[config.mk]
export PLATFORM = sky130hd
export DESIGN_NAME = wrap_tester_flat
export DESIGN_NICKNAME = d
export VERILOG_FILES = /design/src/rtl/wrap_tester_if.sv /design/src/rtl/wrap_tester.sv /design/src/flat_wrapper.sv
export SDC_FILE = /design/constraint.sdc
export NUM_CORES = 1
export LEC_CHECK = 0
export BUFFER_PORTS_ARGS = -buffer_cell sky130_fd_sc_hd__buf_2
export CORE_MARGIN = 4
export CORE_UTILIZATION = 56
export DETAILED_ROUTE_END_ITERATION = 10
export MAX_ROUTING_LAYER = met4
export PLACE_DENSITY = 0.81
export SLEW_MARGIN = 20
export SYNTH_ARGS = -nofsm -noshare
export SYNTH_HDL_FRONTEND = slang
export SYNTH_SLANG_ARGS = --single-unit
[constraint.sdc]
create_clock -name clk -period 3.4 [get_ports clk]
set_input_delay 0.68 -clock clk [delete_from_list [all_inputs] [get_ports clk]]
set_output_delay 0.68 -clock clk [all_outputs]
set_load 0.005 [all_outputs]
[src/rtl/wrap_tester_if.sv]
// Host-control and wrapped-channel signals of the wrap tester.
// slave is the tester side; master is the host/plug side that drives stimulus and sense.
interface wrap_tester_if #(
  parameter int ERR_W  = 16,
  parameter int ITER_W = 16
);
  logic              start;
  logic              stop;
  logic [1:0]        pattern_mode;
  logic [18:0]       fixed_pattern;
  logic [ITER_W-1:0] iterations;
  logic              frontend_enable;
  logic [18:0]       a_drive;
  logic              a_operational_out;
  logic [18:0]       a_sense;
  logic              busy;
  logic              done;
  logic              pass;
  logic [ERR_W-1:0]  err_count;
  logic [18:0]       fail_mask;
  logic [ITER_W-1:0] iter_count;
  logic              parity_err;

  modport slave (
    input  start, stop, pattern_mode, fixed_pattern, iterations, a_sense,
    output frontend_enable, a_drive, a_operational_out, busy, done, pass,
           err_count, fail_mask, iter_count, parity_err
  );

  modport master (
    output start, stop, pattern_mode, fixed_pattern, iterations, a_sense,
    input  frontend_enable, a_drive, a_operational_out, busy, done, pass,
           err_count, fail_mask, iter_count, parity_err
  );
endinterface

[src/rtl/wrap_tester.sv]
// Parallel Channel wrap-plug tester: drive pattern, settle, compare synchronised sense, accumulate errors.
// WRAP_TESTER_PARITY_GEN_EN: generate odd Bus Out parity on bit 18 and check Bus In parity instead of comparing it.
module wrap_tester #(
  parameter int          SETTLE_CYCLES = 16,
  parameter int          ERR_W         = 16,
  parameter int          ITER_W        = 16,
  parameter logic [18:0] LFSR_SEED     = 19'h00001
) (
  input  logic         clk,
  input  logic         reset_n,
  wrap_tester_if.slave bus
);

  typedef enum logic [2:0] {IDLE, DRIVE, SETTLE, CHECK, DONE} state_t;

  localparam int            CW          = (SETTLE_CYCLES > 2) ? $clog2(SETTLE_CYCLES) : 1;
  localparam logic [CW-1:0] SETTLE_LAST = CW'(SETTLE_CYCLES - 1);

  state_t            state_q, state_d;
  logic [18:0]       sync1_q, sync2_q;
  logic [18:0]       drive_q, drive_d;
  logic [18:0]       lfsr_q, lfsr_d;
  logic [4:0]        walk_q, walk_d;
  logic [1:0]        mode_q, mode_d;
  logic [CW-1:0]     cnt_q, cnt_d;
  logic [ERR_W-1:0]  err_q, err_d;
  logic [18:0]       mask_q, mask_d;
  logic [ITER_W-1:0] iter_q, iter_d;
  logic              pass_q, pass_d;
  logic              par_q, par_d;

  logic [18:0] walk_pat, pat_raw, pattern, diff;
  logic        par_bad;

  always_comb begin
    walk_pat = 19'd1 << walk_q;
    case (mode_q)
      2'd0:    pat_raw = walk_pat;
      2'd1:    pat_raw = ~walk_pat;
      2'd2:    pat_raw = lfsr_q;
      default: pat_raw = bus.fixed_pattern;
    endcase
`ifdef WRAP_TESTER_PARITY_GEN_EN
    pattern = {~^pat_raw[17:10], pat_raw[17:0]};
    diff    = (sync2_q ^ drive_q) & 19'h3FFFF;
    // Odd parity over Bus In P and Bus In 7..0 means the nine bits XOR to 1.
    par_bad = ~^sync2_q[18:10];
`else
    pattern = pat_raw;
    diff    = sync2_q ^ drive_q;
    par_bad = 1'b0;
`endif
  end

  always_comb begin
    state_d = state_q;
    drive_d = drive_q;
    lfsr_d  = lfsr_q;
    walk_d  = walk_q;
    mode_d  = mode_q;
    cnt_d   = cnt_q;
    err_d   = err_q;
    mask_d  = mask_q;
    iter_d  = iter_q;
    pass_d  = pass_q;
    par_d   = par_q;

    case (state_q)
      IDLE: begin
        if (bus.start && !bus.stop) begin
          err_d   = '0;
          mask_d  = '0;
          iter_d  = '0;
          pass_d  = 1'b0;
          par_d   = 1'b0;
          lfsr_d  = LFSR_SEED;
          walk_d  = '0;
          mode_d  = bus.pattern_mode;
          state_d = DRIVE;
        end
      end
      DRIVE: begin
        if (bus.stop) begin
          state_d = DONE;
        end else begin
          drive_d = pattern;
          cnt_d   = '0;
          state_d = SETTLE;
        end
      end
      SETTLE: begin
        if (bus.stop)                   state_d = DONE;
        else if (cnt_q == SETTLE_LAST)  state_d = CHECK;
        else                            cnt_d   = cnt_q + 1'b1;
      end
      CHECK: begin
        mask_d = mask_q | diff;
        if (diff != '0 && err_q != '1) err_d = err_q + 1'b1;
        if (par_bad)                   par_d = 1'b1;
        iter_d = iter_q + 1'b1;
        lfsr_d = {lfsr_q[17:0], lfsr_q[18] ^ lfsr_q[17] ^ lfsr_q[16] ^ lfsr_q[13]};
        walk_d = (walk_q == 5'd18) ? 5'd0 : walk_q + 5'd1;
        if (bus.stop || (bus.iterations != '0 && iter_d == bus.iterations))
          state_d = DONE;
        else
          state_d = DRIVE;
      end
      DONE:    state_d = IDLE;
      default: state_d = IDLE;
    endcase

    // Results are settled on entry to DONE so they are valid alongside the done pulse.
    if (state_d == DONE && state_q != DONE) begin
      drive_d = '0;
      pass_d  = (err_d == '0) && !par_d;
    end
  end

  always_ff @(posedge clk or negedge reset_n) begin
    if (!reset_n) begin
      state_q <= IDLE;
      sync1_q <= '0;
      sync2_q <= '0;
      drive_q <= '0;
      lfsr_q  <= LFSR_SEED;
      walk_q  <= '0;
      mode_q  <= '0;
      cnt_q   <= '0;
      err_q   <= '0;
      mask_q  <= '0;
      iter_q  <= '0;
      pass_q  <= 1'b0;
      par_q   <= 1'b0;
    end else begin
      state_q <= state_d;
      sync1_q <= bus.a_sense;
      sync2_q <= sync1_q;
      drive_q <= drive_d;
      lfsr_q  <= lfsr_d;
      walk_q  <= walk_d;
      mode_q  <= mode_d;
      cnt_q   <= cnt_d;
      err_q   <= err_d;
      mask_q  <= mask_d;
      iter_q  <= iter_d;
      pass_q  <= pass_d;
      par_q   <= par_d;
    end
  end

  assign bus.busy              = (state_q == DRIVE) || (state_q == SETTLE) || (state_q == CHECK);
  assign bus.frontend_enable   = bus.busy;
  assign bus.done              = (state_q == DONE);
  assign bus.a_drive           = drive_q;
  assign bus.a_operational_out = 1'b0;
  assign bus.pass              = pass_q;
  assign bus.err_count         = err_q;
  assign bus.fail_mask         = mask_q;
  assign bus.iter_count        = iter_q;
`ifdef WRAP_TESTER_PARITY_GEN_EN
  assign bus.parity_err        = par_q;
`else
  assign bus.parity_err        = 1'b0;
`endif

endmodule
[src/flat_wrapper.sv]
// flat-port wrapper written by rule: the top's interface ports become plain ports
module wrap_tester_flat 
#(
  parameter int          SETTLE_CYCLES = 16,
  parameter int          ERR_W         = 16,
  parameter int          ITER_W        = 16,
  parameter logic [18:0] LFSR_SEED     = 19'h00001
)
  (clk, reset_n, bus_start, bus_stop, bus_pattern_mode, bus_fixed_pattern, bus_iterations, bus_a_sense, bus_frontend_enable, bus_a_drive, bus_a_operational_out, bus_busy, bus_done, bus_pass, bus_err_count, bus_fail_mask, bus_iter_count, bus_parity_err);
  wrap_tester_if #(.ERR_W(ERR_W), .ITER_W(ITER_W)) bus_i ();
  input  logic clk;
  input  logic reset_n;
  input wire logic [$bits(bus_i.start)-1:0] bus_start;
  input wire logic [$bits(bus_i.stop)-1:0] bus_stop;
  input wire logic [$bits(bus_i.pattern_mode)-1:0] bus_pattern_mode;
  input wire logic [$bits(bus_i.fixed_pattern)-1:0] bus_fixed_pattern;
  input wire logic [$bits(bus_i.iterations)-1:0] bus_iterations;
  input wire logic [$bits(bus_i.a_sense)-1:0] bus_a_sense;
  output wire logic [$bits(bus_i.frontend_enable)-1:0] bus_frontend_enable;
  output wire logic [$bits(bus_i.a_drive)-1:0] bus_a_drive;
  output wire logic [$bits(bus_i.a_operational_out)-1:0] bus_a_operational_out;
  output wire logic [$bits(bus_i.busy)-1:0] bus_busy;
  output wire logic [$bits(bus_i.done)-1:0] bus_done;
  output wire logic [$bits(bus_i.pass)-1:0] bus_pass;
  output wire logic [$bits(bus_i.err_count)-1:0] bus_err_count;
  output wire logic [$bits(bus_i.fail_mask)-1:0] bus_fail_mask;
  output wire logic [$bits(bus_i.iter_count)-1:0] bus_iter_count;
  output wire logic [$bits(bus_i.parity_err)-1:0] bus_parity_err;
  assign bus_i.start = bus_start;
  assign bus_i.stop = bus_stop;
  assign bus_i.pattern_mode = bus_pattern_mode;
  assign bus_i.fixed_pattern = bus_fixed_pattern;
  assign bus_i.iterations = bus_iterations;
  assign bus_i.a_sense = bus_a_sense;
  assign bus_frontend_enable = bus_i.frontend_enable;
  assign bus_a_drive = bus_i.a_drive;
  assign bus_a_operational_out = bus_i.a_operational_out;
  assign bus_busy = bus_i.busy;
  assign bus_done = bus_i.done;
  assign bus_pass = bus_i.pass;
  assign bus_err_count = bus_i.err_count;
  assign bus_fail_mask = bus_i.fail_mask;
  assign bus_iter_count = bus_i.iter_count;
  assign bus_parity_err = bus_i.parity_err;
  wrap_tester #(.SETTLE_CYCLES(SETTLE_CYCLES), .ERR_W(ERR_W), .ITER_W(ITER_W), .LFSR_SEED(LFSR_SEED)) u_core (.clk(clk), .reset_n(reset_n), .bus(bus_i));
endmodule
---- Yosys cells after proc, flatten, opt, wreduce, memory -nomap -nowiden ----
Cells that the tools add are included.
storage, ports and cells
  output and inout bits ................... 76
  word-level logic and storage cells ...... 97
  flip-flop bits (word level) ............. 143
operators by class
  reductions and logical operators ........ 25
  add/sub/neg operators ................... 4
  shift-type cells ........................ 1
  equality and inequality tests ........... 17
  bitwise operators ....................... 6
  muxes and demuxes ....................... 31
operators with widths
  cell                                                  number
  2-to-1 mux 19 bit                                     5
  case mux 19 bit (2 select lines)                      2
  case mux 16 bit (2 select lines)                      2
  case mux 19 bit (3 select lines)                      1
  2-to-1 mux 16 bit                                     3
  adder 16 x 1 -> 16 bit (second input constant)        2
  NOT 19 bit                                            1
  OR 19 bit                                             1
  nonzero test 19 bit                                   1
  left shift 1 x 5 -> 19 bit (first input constant)     1
  XOR 19 bit                                            1
  equality test 16 bit                                  1
  logical NOT 16 bit                                    1
  inequality test 16 bit (second input constant)        1
  nonzero test 16 bit                                   1
  2-to-1 mux 3 bit                                      5
  2-to-1 mux 4 bit                                      3
  case mux 3 bit (4 select lines)                       1
  2-to-1 mux 5 bit                                      2
  case mux 5 bit (2 select lines)                       1
  nonzero test 2 bit                                    5
  case mux 4 bit (2 select lines)                       1
  AND reduction 2 bit                                   4
  equality test 3 x 2 -> 1 bit (second input constant)  2
  other kinds (19)                                      36

---- Depth between registers and ports, before layout ----
  depth in word-level cells ............... 10
  depth in mapped cells ................... 12
  mapped depth without buffers ............ 10

---- Worst setup path after synthesis ----
OpenSTA, ideal clock, no wires.
  kind .................................... register -> register
  start point ............................. reg u_core.iter_q[0] (netlist: u_core.bus.iter_count[0])
  end point ............................... reg u_core.drive_q[0] (netlist: u_core.bus.a_drive[0])
  data required time ...................... 3.279 ns
  period minus slack after synthesis ...... 2.726 ns
  setup slack ............................. 0.674 ns
  buffers on the path ..................... 2
  cell stages (with the launch flop) ...... 13
  arrival time ............................ 2.605 ns
  path through ............................ dfrtp_1 -> ha_1 -> and3_1 -> clkbuf_1 -> nand2_1 -> xnor2_1 -> nor4_1 -> nand4_1 -> nor4_2 -> a21oi_1 -> nor3_2 -> buf_2 -> nor2_1
on the way
  word-level cells in the longest chain between the ends .. 10
ends and longest elaborated chain
  item                                                                                   RTL line            RTL
  from (decl)                                                                            wrap_tester.sv:28   logic [ITER_W-1:0] iter_q, iter_d;
  from (signal assigned)                                                                 wrap_tester.sv:145  iter_q <= iter_d;
  adder 16 x 1 -> 16 bit *                                                               wrap_tester.sv:100  iter_d = iter_q + 1'b1;
  equality test 16 bit *                                                                 wrap_tester.sv:103  if (bus.stop || (bus.iterations != '0 && iter_d == bus.iterations))
  logical AND 1 bit *                                                                    wrap_tester.sv:103
  logical OR 1 bit *                                                                     wrap_tester.sv:103
  2-to-1 mux 3 bit *                                                                     wrap_tester.sv:103
  case mux 3 bit (4 select lines) *                                                      wrap_tester.sv:68   case (state_q)
  equality test 3 bit *                                                                  wrap_tester.sv:113  if (state_d == DONE && state_q != DONE) begin
  logical AND 1 bit *                                                                    wrap_tester.sv:113
  inequality test 2 x 1 -> 1 bit (no source line) or nonzero test 2 bit (tied branches)  --
  AND reduction 2 bit (no source line)                                                   --
  to (signal assigned)                                                                   wrap_tester.sv:138  drive_q <= drive_d;
  to (decl)                                                                              wrap_tester.sv:21   logic [18:0] drive_q, drive_d;
Every way passes the cells marked *; elsewhere a longest branch is shown, timed or not.
A chain may end at the register's enable or synchronous reset.

---- Worst setup path in the final report ----
  start point ............................. reg u_core.iter_q[0] (netlist: u_core.bus.iter_count[0])
  end point ............................... reg u_core.pass_q (netlist: u_core.bus.pass)
on the way
  word-level cells in the longest chain between the ends .. 10
ends and longest elaborated chain
  item                                  RTL line            RTL
  adder 16 x 1 -> 16 bit *              wrap_tester.sv:100
  equality test 16 bit *                wrap_tester.sv:103
  logical AND 1 bit *                   wrap_tester.sv:103
  logical OR 1 bit *                    wrap_tester.sv:103
  2-to-1 mux 3 bit *                    wrap_tester.sv:103
  case mux 3 bit (4 select lines) *     wrap_tester.sv:68
  equality test 3 bit *                 wrap_tester.sv:113
  logical AND 1 bit *                   wrap_tester.sv:113
  nonzero test 2 bit (no source line)   --
  AND reduction 2 bit (no source line)  --
  to (signal assigned)                  wrap_tester.sv:146  pass_q <= pass_d;
  to (decl)                             wrap_tester.sv:29   logic pass_q, pass_d;
Marks and branches as above.

==> results.txt <==
Pwr/cell area - 542 mW/mm2
Top cells by area, synth - dfrtp_1, o21ai_0, nand2_1, xnor2_1, a21oi_1
Setup tns final - 0 ns
Dominant synthesized flop cell - dfrtp_1
Synth top area share - 0.509
CTS tree - yes
Met2 GRT Util - 0.406
Hold Buf Count CTS - 0
Slew headroom - 0.453
Post-synthesis xor/xnor area fraction - 0.0527
Met3 Use GR - 0.0509
N_diodes - 0
Wire length of the first global-routing pass - 29400 um
#FFs+latches synth - 143
Fraction of layout cells with a size suffix above 1 - 0.229
Mapped Area - 0.00698 mm2
CP Launch Type - flip-flop
Wire per inst - 18.1 um
Fmax - 326 MHz
Placed Cells - 982
Worst vdd ir - 0.000411 V
Initial Utilization - 0.576
Final Cell Area - 0.00829 mm2
Root buf cell - clkbuf_16
Final min period - 3.07 ns
Post-Synth Adder-Cell Area - 0.0161
Crit share post-route - 0.902
Pleak - 3.89 nW
Commonest cells post-synth - dfrtp_1, nand2_1, o21ai_0
Worst-Margin Slew - 0.820 ns
Clock transition at path regs - 0.06 ns
Vias in the first global route - 5779
Detailed Place HPWL - 13000 um
Worst Setup End Kind - flip-flop
Total grt overflow - 0
Core Area - 0.0121 mm2
M1 GR Usage - 0.360
Netlist cell types - 62
Drt via density - 6.01
Final nets - 902
Worst EP required - 3.75 ns
WP data arrival - 3.42 ns
R2R cell count - 11
Placed instance area - 0.00775 mm2
Most frequent cell after synthesis - dfrtp_1
P&R area growth vs syn - 18.9%
Row count - 40
CTS Buf Count - 17
Max-slew violations - 0
Synthesis warning total - 0
Critical path peak fanout - 21
Area share of and/or/nand/nor cells after synthesis - 0.192
# Max-Cap Violations - 0
Multi-input gate area in the final layout - 0.00318 mm2
RSZ-0062 raised after global routing - no
Port bufs - 133
H-tree lvl count - 4
I/O pin total - 136
Initial antenna violation count - 0
Via count - 6098
Worst setup margin - 0.333 ns
Clk_skew - 0.0120 ns
Outcome - finished clean
CP Class - flip-flop to flip-flop
Largest family of logic cells by synthesized area - simple AND/OR/NAND/NOR gates
Async SR Flop Fraction - 1.00
Count of non-filler cells in the finished layout - 1014
GR peak layer - met2
Mux share of post-synthesis cell area - 0.0233
Die area - 0.0143 mm2
Final Hold Viols - 0
Gr usage total - 0.266
Hold crit path type - input port to asynchronous set/reset pin
Clock latency at the later pin of the worst-skew pair - 0.42 ns
Gate Count Post-Synth - 713
Die height - 120 um
Yosys top cell by area - dfrtp_1
Number of flops mapped to enable cells by yosys - 0
Antenna viol nets, final - 0
Total Routed Length - 18400 um
Place WS - 0.330 ns
Setup Buffers After CTS - 0
Register area - 0.00358 mm2
CTS Buffer Depth - 2
Final Setup Violations - 0
Drc violations - 0
Final GP Congestion - 0.948
Largest net degree at the start of global routing - 70
Clk sinks - 143
Sequential-to-total area share from yosys stat - 0.513
R2r setup slk - 0.33 ns
Post-Syn Area per Cell - 9.78 um2
WHS - 0.243 ns
Critical R2R Capture - u_core.bus.pass$_DFFE_PN0P_
Reg-to-Reg Start - u_core.bus.iter_count[0]$_DFFE_PN0P_
DR iter-0 viols - 756
Post-synthesis compound-gate area fraction - 0.170
Die extent in x - 120 um
Fill count - 967
Drt first pass iters - 7
-- cells in the final DEF, fill, tap and decap left out, types with 3 or more instances in the layout --
| master | netlist | layout |
|---|---|---|
| dfrtp_1 | 142 | 142 |
| buf_2 | 7 | 132 |
| nand2_1 | 86 | 86 |
| o21ai_0 | 75 | 75 |
| nor2_1 | 51 | 51 |
| a21oi_1 | 39 | 39 |
| xnor2_1 | 31 | 31 |
| nand3_1 | 28 | 28 |
| nand4_1 | 19 | 19 |
| a22o_1 | 19 | 19 |
| clkbuf_16 | 0 | 17 |
| mux2i_1 | 14 | 14 |
| a211oi_1 | 14 | 14 |
| buf_4 | 3 | 12 |
| xor2_1 | 11 | 11 |
| nor4_1 | 11 | 11 |
| a221oi_1 | 10 | 10 |
| ha_1 | 9 | 9 |
| and2_1 | 7 | 7 |
| nor2b_1 | 7 | 7 |
| inv_6 | 0 | 7 |
| or4_1 | 6 | 6 |
| inv_1 | 6 | 6 |
| nor3_1 | 6 | 6 |
| nand2b_1 | 6 | 6 |
| o31ai_1 | 6 | 6 |
| a31oi_1 | 6 | 6 |
| and4_1 | 5 | 5 |
| and3_1 | 5 | 4 |
| o41ai_1 | 4 | 4 |
| or3_1 | 3 | 3 |
| nor4_2 | 3 | 3 |
| o22ai_1 | 3 | 3 |
| nor4b_1 | 3 | 3 |
| clkinv_2 | 0 | 3 |
-- power by group --
group	switching (mW)	internal [mW]
clock network	0.754	0.964
registers	0.188	1.85
logic	0.428	0.313
total	1.37	3.13
-- registers in the layout, indices dropped and copies added (netlist names) --
signal	flops
u_core.sync1_q	19
u_core.bus.fail_mask	19
u_core.lfsr_q	19
u_core.cnt_q	4
u_core.bus.pass	1
u_core.bus.iter_count	16
u_core.state_q	3
u_core.mode_q	2
u_core.walk_q	5
u_core.bus.err_count	16
u_core.par_q	1
u_core.bus.a_drive	19
u_core.sync2_q	19
-- critical path, cell delays in order (launching register included) --
cell     delay, ns
dfrtp_1       0.46
ha_1          0.31
and3_2        0.32
nand2_1       0.15
xnor2_1       0.17
nor4_1        0.31
nand4_1       0.17
nor4_2        0.40
a21oi_1       0.15
nor3_2        0.12
buf_4         0.28
a31o_1        0.18
-- kinds of logic (layout without fill, tap and decap cells) --
family	after synthesis	after routing
AND/OR/NAND/NOR	261	261
AO/OA/AOI/OAI	190	190
flip-flops	143	143
buffers and inverters	51	183
XOR/XNOR	42	42
multiplexers	16	16
adder cells (fa/ha/maj)	9	9
other	1	2
-- timing repair --
item                                    in CTS  in global routing
hold endpoints to repair                     0                  0
endpoints found under the setup margin       0                  9
gates resized for setup                      0                  1
-- area by class of cell --
type,instances,share of cell area
Clock buffer,19,0.0534
Clock inverter,13,0.0121
Inverter,6,0.00272
Multi-Input combinational cell,520,0.383
Sequential cell,143,0.432
Tap cell,168,0.0253
Timing Repair Buffer,145,0.0919
-- routing by layer --
layer,vias to the layer above,part of all wire
met1,2956,0.43
met4,0,0.019
li1,2811,-
met3,35,0.075
met5,-,0
met2,296,0.48
-- per-stage QoR --
step,utilization,power [mW]
after floorplan,-,2.46
after global placement,0.640,2.77
after detailed placement,0.640,2.80
after CTS,0.685,4.51
after global routing,0.685,4.71
final,0.685,4.50
-- how the worst max path moves through the flow --
stage	end	cells past startpoint	from	slack (ns)
5_1_grt	u_core.bus.pass$_DFFE_PN0P_	11	u_core.bus.iter_count[0]$_DFFE_PN0P_	0.06
6_report	u_core.bus.pass$_DFFE_PN0P_	11	u_core.bus.iter_count[0]$_DFFE_PN0P_	0.33
3_5_place_dp	u_core.bus.pass$_DFFE_PN0P_	11	u_core.bus.iter_count[0]$_DFFE_PN0P_	0.33
4_1_cts	u_core.bus.pass$_DFFE_PN0P_	11	u_core.bus.iter_count[0]$_DFFE_PN0P_	0.32
2_1_floorplan	u_core.bus.a_drive[0]$_DFFE_PN0P_	12	u_core.bus.iter_count[0]$_DFFE_PN0P_	0.67
3_3_place_gp	u_core.bus.pass$_DFFE_PN0P_	9	bus_stop	0.43
(Power assumes the default switching activity.)
